`config.mk`:
```
export PLATFORM = sky130hd
export DESIGN_NAME = core_seq_ctrl
export DESIGN_NICKNAME = d
export VERILOG_FILES = /design/src/rtl/core_seq_ctrl.sv
export SDC_FILE = /design/constraint.sdc
export NUM_CORES = 1
export LEC_CHECK = 0
export BUFFER_PORTS_ARGS = -buffer_cell sky130_fd_sc_hd__buf_2
export CAP_MARGIN = 15
export CORE_MARGIN = 2
export CORE_UTILIZATION = 30
export DETAILED_ROUTE_END_ITERATION = 10
export PLACE_DENSITY = 0.6
export SYNTH_ARGS = -nofsm -noshare
export SYNTH_HDL_FRONTEND = slang
export SYNTH_SLANG_ARGS = --single-unit
```
`constraint.sdc`:
```
create_clock -name I_Clk -period 2.35 [get_ports I_Clk]
set_clock_uncertainty 0.05 [all_clocks]
set_input_delay 0.47 -clock I_Clk [delete_from_list [all_inputs] [get_ports I_Clk]]
set_output_delay 0.47 -clock I_Clk [all_outputs]
set_load 0.01 [all_outputs]
```
`src/rtl/core_seq_ctrl.sv`:
```
// core_seq_ctrl: multi-cycle sequencer driving one-hot stage enables for the 16-bit RISC core
module core_seq_ctrl #(
   parameter logic [3:0] LOAD_OP  = 4'b1000,
   parameter logic [3:0] STORE_OP = 4'b1001,
   parameter logic [3:0] HALT_OP  = 4'b1111,
   parameter logic [7:0] TIMEOUT  = 8'd15
) (
   input  logic        I_Clk,
   input  logic        I_Rst_n,
   input  logic        I_Run,
   input  logic [4:0]  I_Aluop,
   input  logic        I_Regwe,
   input  logic        I_Mem_Ack,
   output logic        O_En_Fetch,
   output logic        O_En_Dec,
   output logic        O_En_Rreg,
   output logic        O_En_Alu,
   output logic        O_En_Mem,
   output logic        O_En_Regwr,
   output logic        O_Mem_Req,
   output logic        O_Mem_We,
   output logic        O_Busy,
   output logic        O_Halted,
   output logic        O_Fault,
   output logic [15:0] O_Retired
);
   typedef enum logic [3:0] {
      S_IDLE, S_FETCH, S_DEC, S_RREG, S_ALU, S_MEM, S_WB, S_HALT, S_FAULT
   } state_t;
   state_t      r_state, w_next;
   logic [7:0]  r_wait;
   logic [3:0]  r_op;
   logic [15:0] r_retired;
   logic        w_retire;
   logic        w_timeout;
   logic [3:0]  w_opc;
   logic        w_unused;
   assign w_opc     = I_Aluop[4:1];
   assign w_timeout = r_wait == TIMEOUT - 8'd1;
   assign w_unused  = I_Aluop[0];
   assign O_Retired = r_retired;
   // state register
   always_ff @(posedge I_Clk or negedge I_Rst_n) begin
      if (!I_Rst_n) r_state <= S_IDLE;
      else r_state <= w_next;
   end
   // next-state and retire decision; I_Run only matters at IDLE, HALT and instruction boundaries
   always_comb begin
      w_next   = r_state;
      w_retire = 1'b0;
      case (r_state)
         S_IDLE:  w_next = I_Run ? S_FETCH : S_IDLE;
         S_FETCH: w_next = I_Mem_Ack ? S_DEC : (w_timeout ? S_FAULT : S_FETCH);
         S_DEC:   w_next = S_RREG;
         S_RREG:  w_next = S_ALU;
         S_ALU: begin
            if (w_opc == HALT_OP) begin
               w_next   = S_HALT;
               w_retire = 1'b1;
            end else if (w_opc == LOAD_OP || w_opc == STORE_OP) begin
               w_next = S_MEM;
            end else if (I_Regwe) begin
               w_next = S_WB;
            end else begin
               w_next   = I_Run ? S_FETCH : S_IDLE;
               w_retire = 1'b1;
            end
         end
         S_MEM: begin
            if (I_Mem_Ack && r_op == STORE_OP) begin
               w_next   = I_Run ? S_FETCH : S_IDLE;
               w_retire = 1'b1;
            end else if (I_Mem_Ack) begin
               w_next = S_WB;
            end else if (w_timeout) begin
               w_next = S_FAULT;
            end
         end
         S_WB: begin
            w_next   = I_Run ? S_FETCH : S_IDLE;
            w_retire = 1'b1;
         end
         S_HALT:  w_next = I_Run ? S_HALT : S_IDLE;
         S_FAULT: w_next = S_FAULT;
         default: w_next = S_IDLE;
      endcase
   end
   // Moore decode of stage enables and status
   always_comb begin
      O_En_Fetch = r_state == S_FETCH;
      O_En_Dec   = r_state == S_DEC;
      O_En_Rreg  = r_state == S_RREG;
      O_En_Alu   = r_state == S_ALU;
      O_En_Mem   = r_state == S_MEM;
      O_En_Regwr = r_state == S_WB;
      O_Mem_Req  = r_state == S_FETCH || r_state == S_MEM;
      O_Mem_We   = r_state == S_MEM && r_op == STORE_OP;
      O_Busy     = !(r_state == S_IDLE || r_state == S_HALT || r_state == S_FAULT);
      O_Halted   = r_state == S_HALT;
      O_Fault    = r_state == S_FAULT;
   end
   // handshake wait counter: cleared on entering FETCH/MEM, counts un-acked request cycles
   always_ff @(posedge I_Clk or negedge I_Rst_n) begin
      if (!I_Rst_n) r_wait <= 8'd0;
      else if (w_next != r_state && (w_next == S_FETCH || w_next == S_MEM)) r_wait <= 8'd0;
      else if ((r_state == S_FETCH || r_state == S_MEM) && !I_Mem_Ack) r_wait <= r_wait + 8'd1;
   end
   // opcode captured in ALU so MEM knows load vs store after the decoder moves on
   always_ff @(posedge I_Clk or negedge I_Rst_n) begin
      if (!I_Rst_n) r_op <= 4'd0;
      else if (r_state == S_ALU) r_op <= w_opc;
   end
   // retired-instruction counter, wraps naturally
   always_ff @(posedge I_Clk or negedge I_Rst_n) begin
      if (!I_Rst_n) r_retired <= 16'd0;
      else if (w_retire) r_retired <= r_retired + 16'd1;
   end
endmodule
```
# Word level (Yosys, flattened, before mapping)

Index checks and enable logic that the tools add are counted.

Output and inout port bits: 27
Logic and storage cells: 54
Flip-flop bits (word level): 32
Input port bits: 10

Add/subtract/negate cells: 2
Eq/ne operators: 16
Multiplexer cells: 18
Reduce and logical (&&, ||, !) cells: 14

Operators with widths:

| cell                  | number |
|---|---|
| $pmux 4 s8            | 1 |
| $eq 4x3->1 const B    | 5 |
| $eq 4x4->1 const B    | 5 |
| $mux 4                | 5 |
| $add 16x1->16 const B | 1 |
| $mux 8                | 2 |
| $mux 3                | 4 |
| $add 8x1->8 const B   | 1 |
| $eq 4x1->1 const B    | 2 |
| $eq 4x2->1 const B    | 2 |
| $eq 8x4->1 const B    | 1 |
| $logic_or 1x1->1      | 5 |
| $mux 1                | 5 |
| $logic_and 1x1->1     | 4 |
| $logic_not 4->1       | 1 |
| $ne 4x4->1            | 1 |
| $pmux 1 s3            | 1 |
| $logic_not 1->1       | 2 |
| $reduce_bool 2->1     | 1 |
| $reduce_or 2->1       | 1 |

# Longest topological paths before layout

Gate-level depths: netlist of run 1.

Depth in word-level cells: 9
Gate-level depth with buffers: 7
Depth with buffers taken out: 7

# Worst setup path before layout of run 1

OpenSTA, ideal clock, no wires.

Path type: register -> register
Start: register r_wait[0]
End: register r_wait[1]
Data required time: 2.154 ns
Stages on the path, launching flop included: 8
Setup slack: 0.331 ns
Arrival time: 1.823 ns
Setup time: 0.146 ns
Path through: dfrtp_1 inv_1 ha_1 nand4b_1 or4_4 a21o_1 a311oi_4 a221oi_1

Word-level cells in the longest chain between the ends: 9
Elaborated cells between the ends (all ways): 16
Classes of those cells: add/sub: 1; eq/ne: 4; mux: 8; reduce/logical: 3

Ends and longest elaborated chain:

| what                                        | line | text |
|---|---|---|
| start, declared                             | 31   | `logic [7:0] r_wait;` |
| start signal, assigned                      | 106  | `else if ((r_state == S_FETCH \|\| r_state == S_MEM) && !I_Mem_Ack) r_wait <= r_wait + 8'd1;` |
| $eq 8x4->1                                  | 39   | `assign w_timeout = r_wait == TIMEOUT - 8'd1;` |
| $mux 4                                      | 75   | `end else if (w_timeout) begin` |
| $mux 4                                      | 73   | `end else if (I_Mem_Ack) begin` |
| $mux 4                                      | 70   | `if (I_Mem_Ack && r_op == STORE_OP) begin` |
| $pmux 4 s8                                  | 51   | `case (r_state)` |
| $eq 4x1->1 or $eq 4x3->1 (tied branches)    | 105  | `else if (w_next != r_state && (w_next == S_FETCH \|\| w_next == S_MEM)) r_wait <= 8'd0;` |
| $logic_or 1x1->1                            | 105  |  |
| $logic_and 1x1->1                           | 105  |  |
| $mux 8 or $reduce_bool 2->1 (tied branches) | -    |  |

Parallel ways exist; a longest one is shown, timed or not. The select of a mux whose other input is x is not followed.
A chain may end at the register's enable or synchronous reset.

# Final worst setup path of run 1

Start: register r_state[1]
End: output port O_En_Fetch

Word-level cells in the longest chain between the ends: 1

Ends and longest elaborated chain:

| what                   | line | text |
|---|---|---|
| start, declared        | 30   | `state_t r_state, w_next;` |
| start signal, assigned | 45   | `else r_state <= w_next;` |
| $eq 4x1->1             | 90   | `O_En_Fetch = r_state == S_FETCH;` |
| end, declared          | 14   | `output logic O_En_Fetch,` |

Every way passes these cells.

==> impl_metrics.csv, run 1 <==
group,metric,value,unit
cts,cts_buffers,5,
worst_setup_path,required,1.83,ns
placed_design,dp_cells,289,
global_route,track_usage,13.03,%
synth,yosysTopAreaCell,"dfrtp_1",
worst_setup_path,crit_slowest_cell,"dfrtp_1",
layout,fill_cells,600,
worst_setup_path,critPathLaunchType,"register",
hold_path,min_path_type,"input port to asynchronous set/reset pin",
worst_setup_path,worstSetupEndpointType,"output port",
global_route,grt_pass1_vias,1366,
power,fin_total_pwr,2.357,mW
synth,synth_ff_type,"dfrtp_1",
route,drtPass1Iterations,4,
placed_design,dp.final_hpwl,2.847,mm
timing,period_needed,2.236,ns
cts,cts_tree,"yes",
global_route,grtUsageMet2,20.41,%
route,drt_iter0_markers,48,
route,final_antenna_net_count,0,
timing,fin_crit_sh,95.17,%
route,vias,1482,
floorplan,fp.dieW,81.45,microns
route,detail_route.wl_per_cell,13.49,microns
worst_setup_path,r2r-start,"r_state[1]",
global_route,grt_pass1_wl,6.458,mm
synth,postSynthAreaPerCell,9.996,sq um
synth,ys_seq_area_share,44.51,%
synth,synth_commonest_cells,"dfrtp_1 (32), xor2_1 (18), nand2_1 (14), nand3_1 (12), nor3_1 (11)",
global_route,antenna_found_initial,0,
worst_setup_path,path_max_fanout,12,
layout,finalNetCount,236,
timing,final_max_slew_viol_count,0,
placed_design,gp_congestion,0.8301,
layout,drive_gt1_share,29.46,%
route,vias_per_cell,4.957,
synth,synthMostInstantiatedCell,"dfrtp_1",
cts,cts_sinks,32,
layout,stdcell_count,299,
cts,path_clk_slew,0.07,ns
worst_setup_path,crit_type,"register to output port",
route,wl,4.034,mm
synth,synth_area_leaders,"dfrtp_1 (45%), xor2_1 (8.8%), nand3_1 (3.3%)",
floorplan,start_util,30.75,%
synth,synth_area,0.001799,sq mm
worst_setup_path,worstReg2RegEnd,"r_wait[1]",
timing,slew_headroom,50.58,%
floorplan,rows,28,
timing,tightest_slew,0.7414,ns
synth,yosys_warnings,0,
worst_setup_path,critPathArrivalTime,1.72,ns
layout,syn_to_final_growth,20.72,%
timing,setup_ws,0.1136,ns
global_route,grt-ovfl-total,0,
floorplan,fp.coreArea,0.005851,sq mm
global_route,met3_usage,4.945,%
timing,rsz0062_at_grt,"no",
global_route,grt_use_met1,16.47,%
cts,clockBufferDepth,2,
placed_design,pre_cts_slack,0.1232,ns
global_route,grt_max_degree,33,
timing,setup_viol,0,
synth,ys_seq_elements,32,
cts,cts-root-buf,"clkbuf_8",
layout,finalCoreUtilization,37.13,%
synth,syn_inst,180,
synth,ys_async_sr_fraction,100.0,%
cts,htreeDepth,2,
floorplan,die_area,0.006633,sq mm
floorplan,io_pins,37,
global_route,grt.busiest_layer,"met2",
synth,yosysUniqueCellTypes,44,
layout,antenna_cells,0,
cts,worst_skew_pair.late_latency,0.29,ns
worst_setup_path,regToRegSetupSlack,0.19,ns
worst_setup_path,reg2reg_depth,6,
power,leakage,0.9813,nW
worst_setup_path,slowest_delay,0.55,ns
synth,synth_edf_count,0,
timing,setup_tns,0,ns
run,max_cap_viol_count,0,
placed_design,port_buffers,35,
status,outcome,"complete, no violations",
route,drc,0,
power,ir_drop,0.0005574,V
timing,fmax,447.1,MHz
worst_setup_path,worstPathCellList,"nand2b_1 > or3_1 > inv_1 > buf_2",
power,cellPowerDensity,1085,mW/mm^2
synth,synth.net_count,193,
floorplan,die_height,81.45,microns
synth,synth_top_area_share,44.51,%
timing,finalHoldViolations,0,
kinds of logic after synthesis:
| family | after synthesis | share of synthesized area (%) |
|---|---|---|
| buffers and inverters | 15 | 3.755 |
| and+or+nand+nor | 76 | 24.13 |
| adders and majority gates | 3 | 2.086 |
| xor gates and xnor gates | 22 | 10.71 |
| muxes | 5 | 3.129 |
| DFF | 32 | 44.51 |
| AOI/OAI and AO/OA | 27 | 11.68 |
worst max path at each step:
stage               start    endpoint  slack [ns]  cells after the start
6_report       r_state[1]  O_En_Fetch        0.11                      4
3_5_place_dp    r_wait[0]   r_wait[1]        0.12                      7
2_1_floorplan   r_wait[0]   r_wait[1]        0.33                      7
4_1_cts        r_state[2]    O_En_Mem        0.09                      4
3_3_place_gp    r_wait[0]   r_wait[1]        0.15                      7
5_1_grt        r_state[1]  O_En_Fetch       0.003                      4
layer usage:
| metal | vias up | part of all wire [%] |
|---|---|---|
| li1 | 736 | - |
| met1 | 708 | 48 |
| met2 | 36 | 47 |
| met3 | 2 | 5.0 |
| met4 | 0 | 0.59 |
| met5 | - | 0 |
cell type report:
cell class	instances	area, sq um	area share, %
Multi-Input combinational cell	133	930.9	42.86
Sequential cell	32	802.0	36.92
Timing Repair Buffer	41	220.2	10.14
Tap cell	75	93.84	4.320
Clock buffer	5	68.82	3.168
Inverter	10	37.54	1.728
Clock inverter	3	18.77	0.8641
layout by cell type (no fill, tap or decap), drive strengths merged, types with 2 or more instances in the layout:
cell type | netlist | final
buf | 4 | 41
dfrtp | 32 | 32
xor2 | 18 | 18
nand2 | 14 | 14
nand3 | 12 | 12
nor3 | 12 | 12
inv | 10 | 10
nor2 | 9 | 9
a21oi | 8 | 8
nor4 | 7 | 7
nand4 | 6 | 6
mux2 | 5 | 5
clkbuf | 1 | 5
xnor2 | 4 | 4
nand2b | 3 | 3
o21ai | 3 | 3
ha | 3 | 3
clkinv | 0 | 3
or3 | 2 | 2
nor2b | 2 | 2
a21o | 2 | 2
o211ai | 2 | 2
or2 | 2 | 2
o31ai | 2 | 2
and3 | 2 | 2
power by group:
group / internal (mW) / switching, mW / total [mW]
combinational: 0.448 / 0.542 / 0.990
sequential: 0.710 / 0.226 / 0.936
clock: 0.206 / 0.225 / 0.431
critical path: cells and delay by family (launching register included):
kind	cells	cell delay (ns)
buffers and inverters	2	0.19
and+or+nand+nor	2	0.70
DFF	1	0.55
stage by stage:
stage	instance area, sq um	hold WS [ns]
after floorplan	1799	0.1244
after global placement	2068	0.4032
after detailed placement	2068	0.4256
after CTS	2156	0.2148
after global routing	2172	0.2236
final	2172	0.1959
flip-flops by register name, indices dropped and copies added, names as in the netlist:
| signal | count |
|---|---|
| r_op | 4 |
| r_wait | 8 |
| r_state | 4 |
| O_Retired | 16 |
what timing repair did:
item / in CTS / in global routing
hold buffers: 0 / 0
gates resized for setup: 0 / 1
endpoints found under the setup margin: 0 / 6
setup buffers: 0 / 2
Note: power is estimated with default switching activity, not from simulation.
==> run 2: changes to the inputs <==
--- a/config.mk
+++ b/config.mk
@@ -8,9 +8,10 @@
 export BUFFER_PORTS_ARGS = -buffer_cell sky130_fd_sc_hd__buf_2
 export CAP_MARGIN = 15
 export CORE_MARGIN = 2
-export CORE_UTILIZATION = 30
+export CORE_UTILIZATION = 54
 export DETAILED_ROUTE_END_ITERATION = 10
-export PLACE_DENSITY = 0.6
+export PLACE_DENSITY = 0.9
+export RECOVER_POWER = 50
 export SYNTH_ARGS = -nofsm -noshare
 export SYNTH_HDL_FRONTEND = slang
 export SYNTH_SLANG_ARGS = --single-unit
==> impl_metrics.csv, run 2 (same netlist as run 1, synthesis figures left out) <==
group,metric,value,unit
status,outcome,"complete, but fails checks",
status,violations,"max-capacitance violations, max-slew violations",
timing,setup_tns,0,ns
worst_setup_path,critical_path.top_delay_family,"compound AO/OA/AOI/OAI gates",
worst_setup_path,crit_type,"register to register",
power,fin_total_pwr,2.300,mW
hold_path,hold_path_depth,2,
placed_design,dp_cells,258,
timing,setup_ws,0.1302,ns
layout,drive_gt1_share,23.42,%
layout,final_common_cell,"dfrtp_1",
global_route,grt.busiest_layer,"met2",
global_route,track_usage,23.07,%
route,drtPass1Iterations,4,
cts,cts_tree,"yes",
layout,stdcell_count,266,
worst_setup_path,critPathLaunchType,"register",
cts,cts_sinks,32,
hold_path,min_path_type,"input port to register",
floorplan,io_pins,37,
route,drt_iter0_markers,106,
route,wl,3.770,mm
worst_setup_path,slowest_delay,0.46,ns
timing,slew_headroom,-8.720,%
route,vias,1536,
timing,tightest_slew,1.631,ns
layout,syn_to_final_growth,16.48,%
global_route,grt_max_degree,33,
floorplan,die_area,0.003809,sq mm
timing,period_needed,2.220,ns
worst_setup_path,required,2.51,ns
power,ir_drop,0.0008026,V
route,detail_route.wl_per_cell,14.17,microns
route,vias_per_cell,5.774,
cts,cts-root-buf,"clkbuf_4",
global_route,grt-ovfl-total,0,
worst_setup_path,cp.buffers_inverters,1,
timing,fin_crit_sh,94.46,%
placed_design,pre_cts_slack,0.1354,ns
global_route,met3_usage,7.039,%
floorplan,rows,20,
cts,worst_skew_pair.late_latency,0.36,ns
global_route,grtUsageMet2,38.80,%
worst_setup_path,crit_slowest_cell,"or4_4",
floorplan,fp.dieW,61.72,microns
placed_design,gp_congestion,0.8666,
power,cellPowerDensity,1097,mW/mm^2
route,drc,0,
layout,layout_common_cells,"dfrtp_1 (29), buf_2 (21), xor2_1 (18)",
cts,path_clk_slew,0.10,ns
cts,clockBufferDepth,2,
timing,final_max_slew_viol_count,33,
power,leakage,0.9253,nW
layout,antenna_cells,0,
floorplan,die_height,61.72,microns
timing,finalHoldViolations,0,
cts,ctsHoldBuffers,0,
worst_setup_path,critPathArrivalTime,2.38,ns
global_route,antenna_found_initial,0,
timing,rsz0062_at_grt,"no",
worst_setup_path,worst-path-stages,7,
placed_design,port_buffers,35,
timing,setup_viol,0,
run,max_cap_viol_count,1,
placed_design,dp.final_hpwl,2.691,mm
global_route,grt_use_met1,27.75,%
route,final_antenna_net_count,0,
layout,largest_reg_flops,16,
placed_design,place_area,0.002029,sq mm
cts,postCtsSetupBuffers,0,
cts,cts_buffers,5,
worst_setup_path,reg2reg_depth,7,
worst_setup_path,path_max_fanout,8,
floorplan,start_util,57.98,%
worst_setup_path,worstPathCellList,"inv_1 > ha_1 > nand4b_1 > or4_4 > a21o_1 > a311oi_4 > a221oi_1",
timing,fmax,450.5,MHz
global_route,grt_pass1_wl,6.285,mm
global_route,grt_pass1_vias,1409,
floorplan,fp.coreArea,0.003103,sq mm
cts,htreeDepth,2,
layout,finalNetCount,234,
worst_setup_path,worstSetupEndpointType,"register",
layout,finalInstanceArea,0.002096,sq mm
[run 2: metrics by stage]
step / hold slack (ns) / util [%]
2_1_floorplan: 0.1244 / -
3_3_place_gp: 0.4024 / 65.40
3_5_place_dp: 0.4142 / 65.40
4_1_cts: 0.1097 / 67.98
5_1_grt: 0.3422 / 67.54
6_report: 0.3484 / 67.54
[run 2: final cells by class]
class | count | area, sq um
clock buffers | 5 | 37.54
multi-input cells | 133 | 930.9
repair buffers | 39 | 187.7
flip-flops and latches | 32 | 804.5
well taps | 44 | 55.05
inverters | 10 | 37.54
clock inverters | 3 | 42.54
fillers | 282 | 1007
[run 2: final timing paths]
check,startpoint,endpoint,slack [ns]
max in group asynchronous,I_Rst_n,r_state[0],0.73
setup reg to reg,r_wait[0],r_wait[1],0.13
hold / removal,I_Aluop[1],r_op[0],0.35
min in group asynchronous,I_Rst_n,O_Retired[11],0.46
setup / recovery,r_wait[0],r_wait[1],0.13
hold reg to reg,O_Retired[15],O_Retired[15],0.43
[run 2: timing repair]
item                       in CTS  in global routing
hold endpoints to repair        0                  0
setup endpoints to repair       0                  4
resized for setup               0                  3
[run 2: worst reg2reg max path: cells and delay by family, from the launching register on]
kind                     cells  cell delay, ns
adder cells (fa/ha/maj)      1            0.14
flip-flops                   1            0.43
AO/OA/AOI/OAI                3            0.84
buffers and inverters        1            0.07
AND/OR/NAND/NOR              2            0.56
[run 2: metal layers]
layer  vias up  routed length (microns)
met3         8                      184
met1       750                     1571
met2        39                     1946
met5         -                        0
li1        739                        -
met4         0                       68
[run 2: power by group]
part | switching (mW) | leakage [nW] | total (mW) | internal [mW]
Sequential | 0.217 | 0.389 | 0.930 | 0.713
Clock | 0.212 | 0.0412 | 0.433 | 0.222
Combinational | 0.539 | 0.495 | 0.936 | 0.398
Total | 0.967 | 0.925 | 2.30 | 1.33
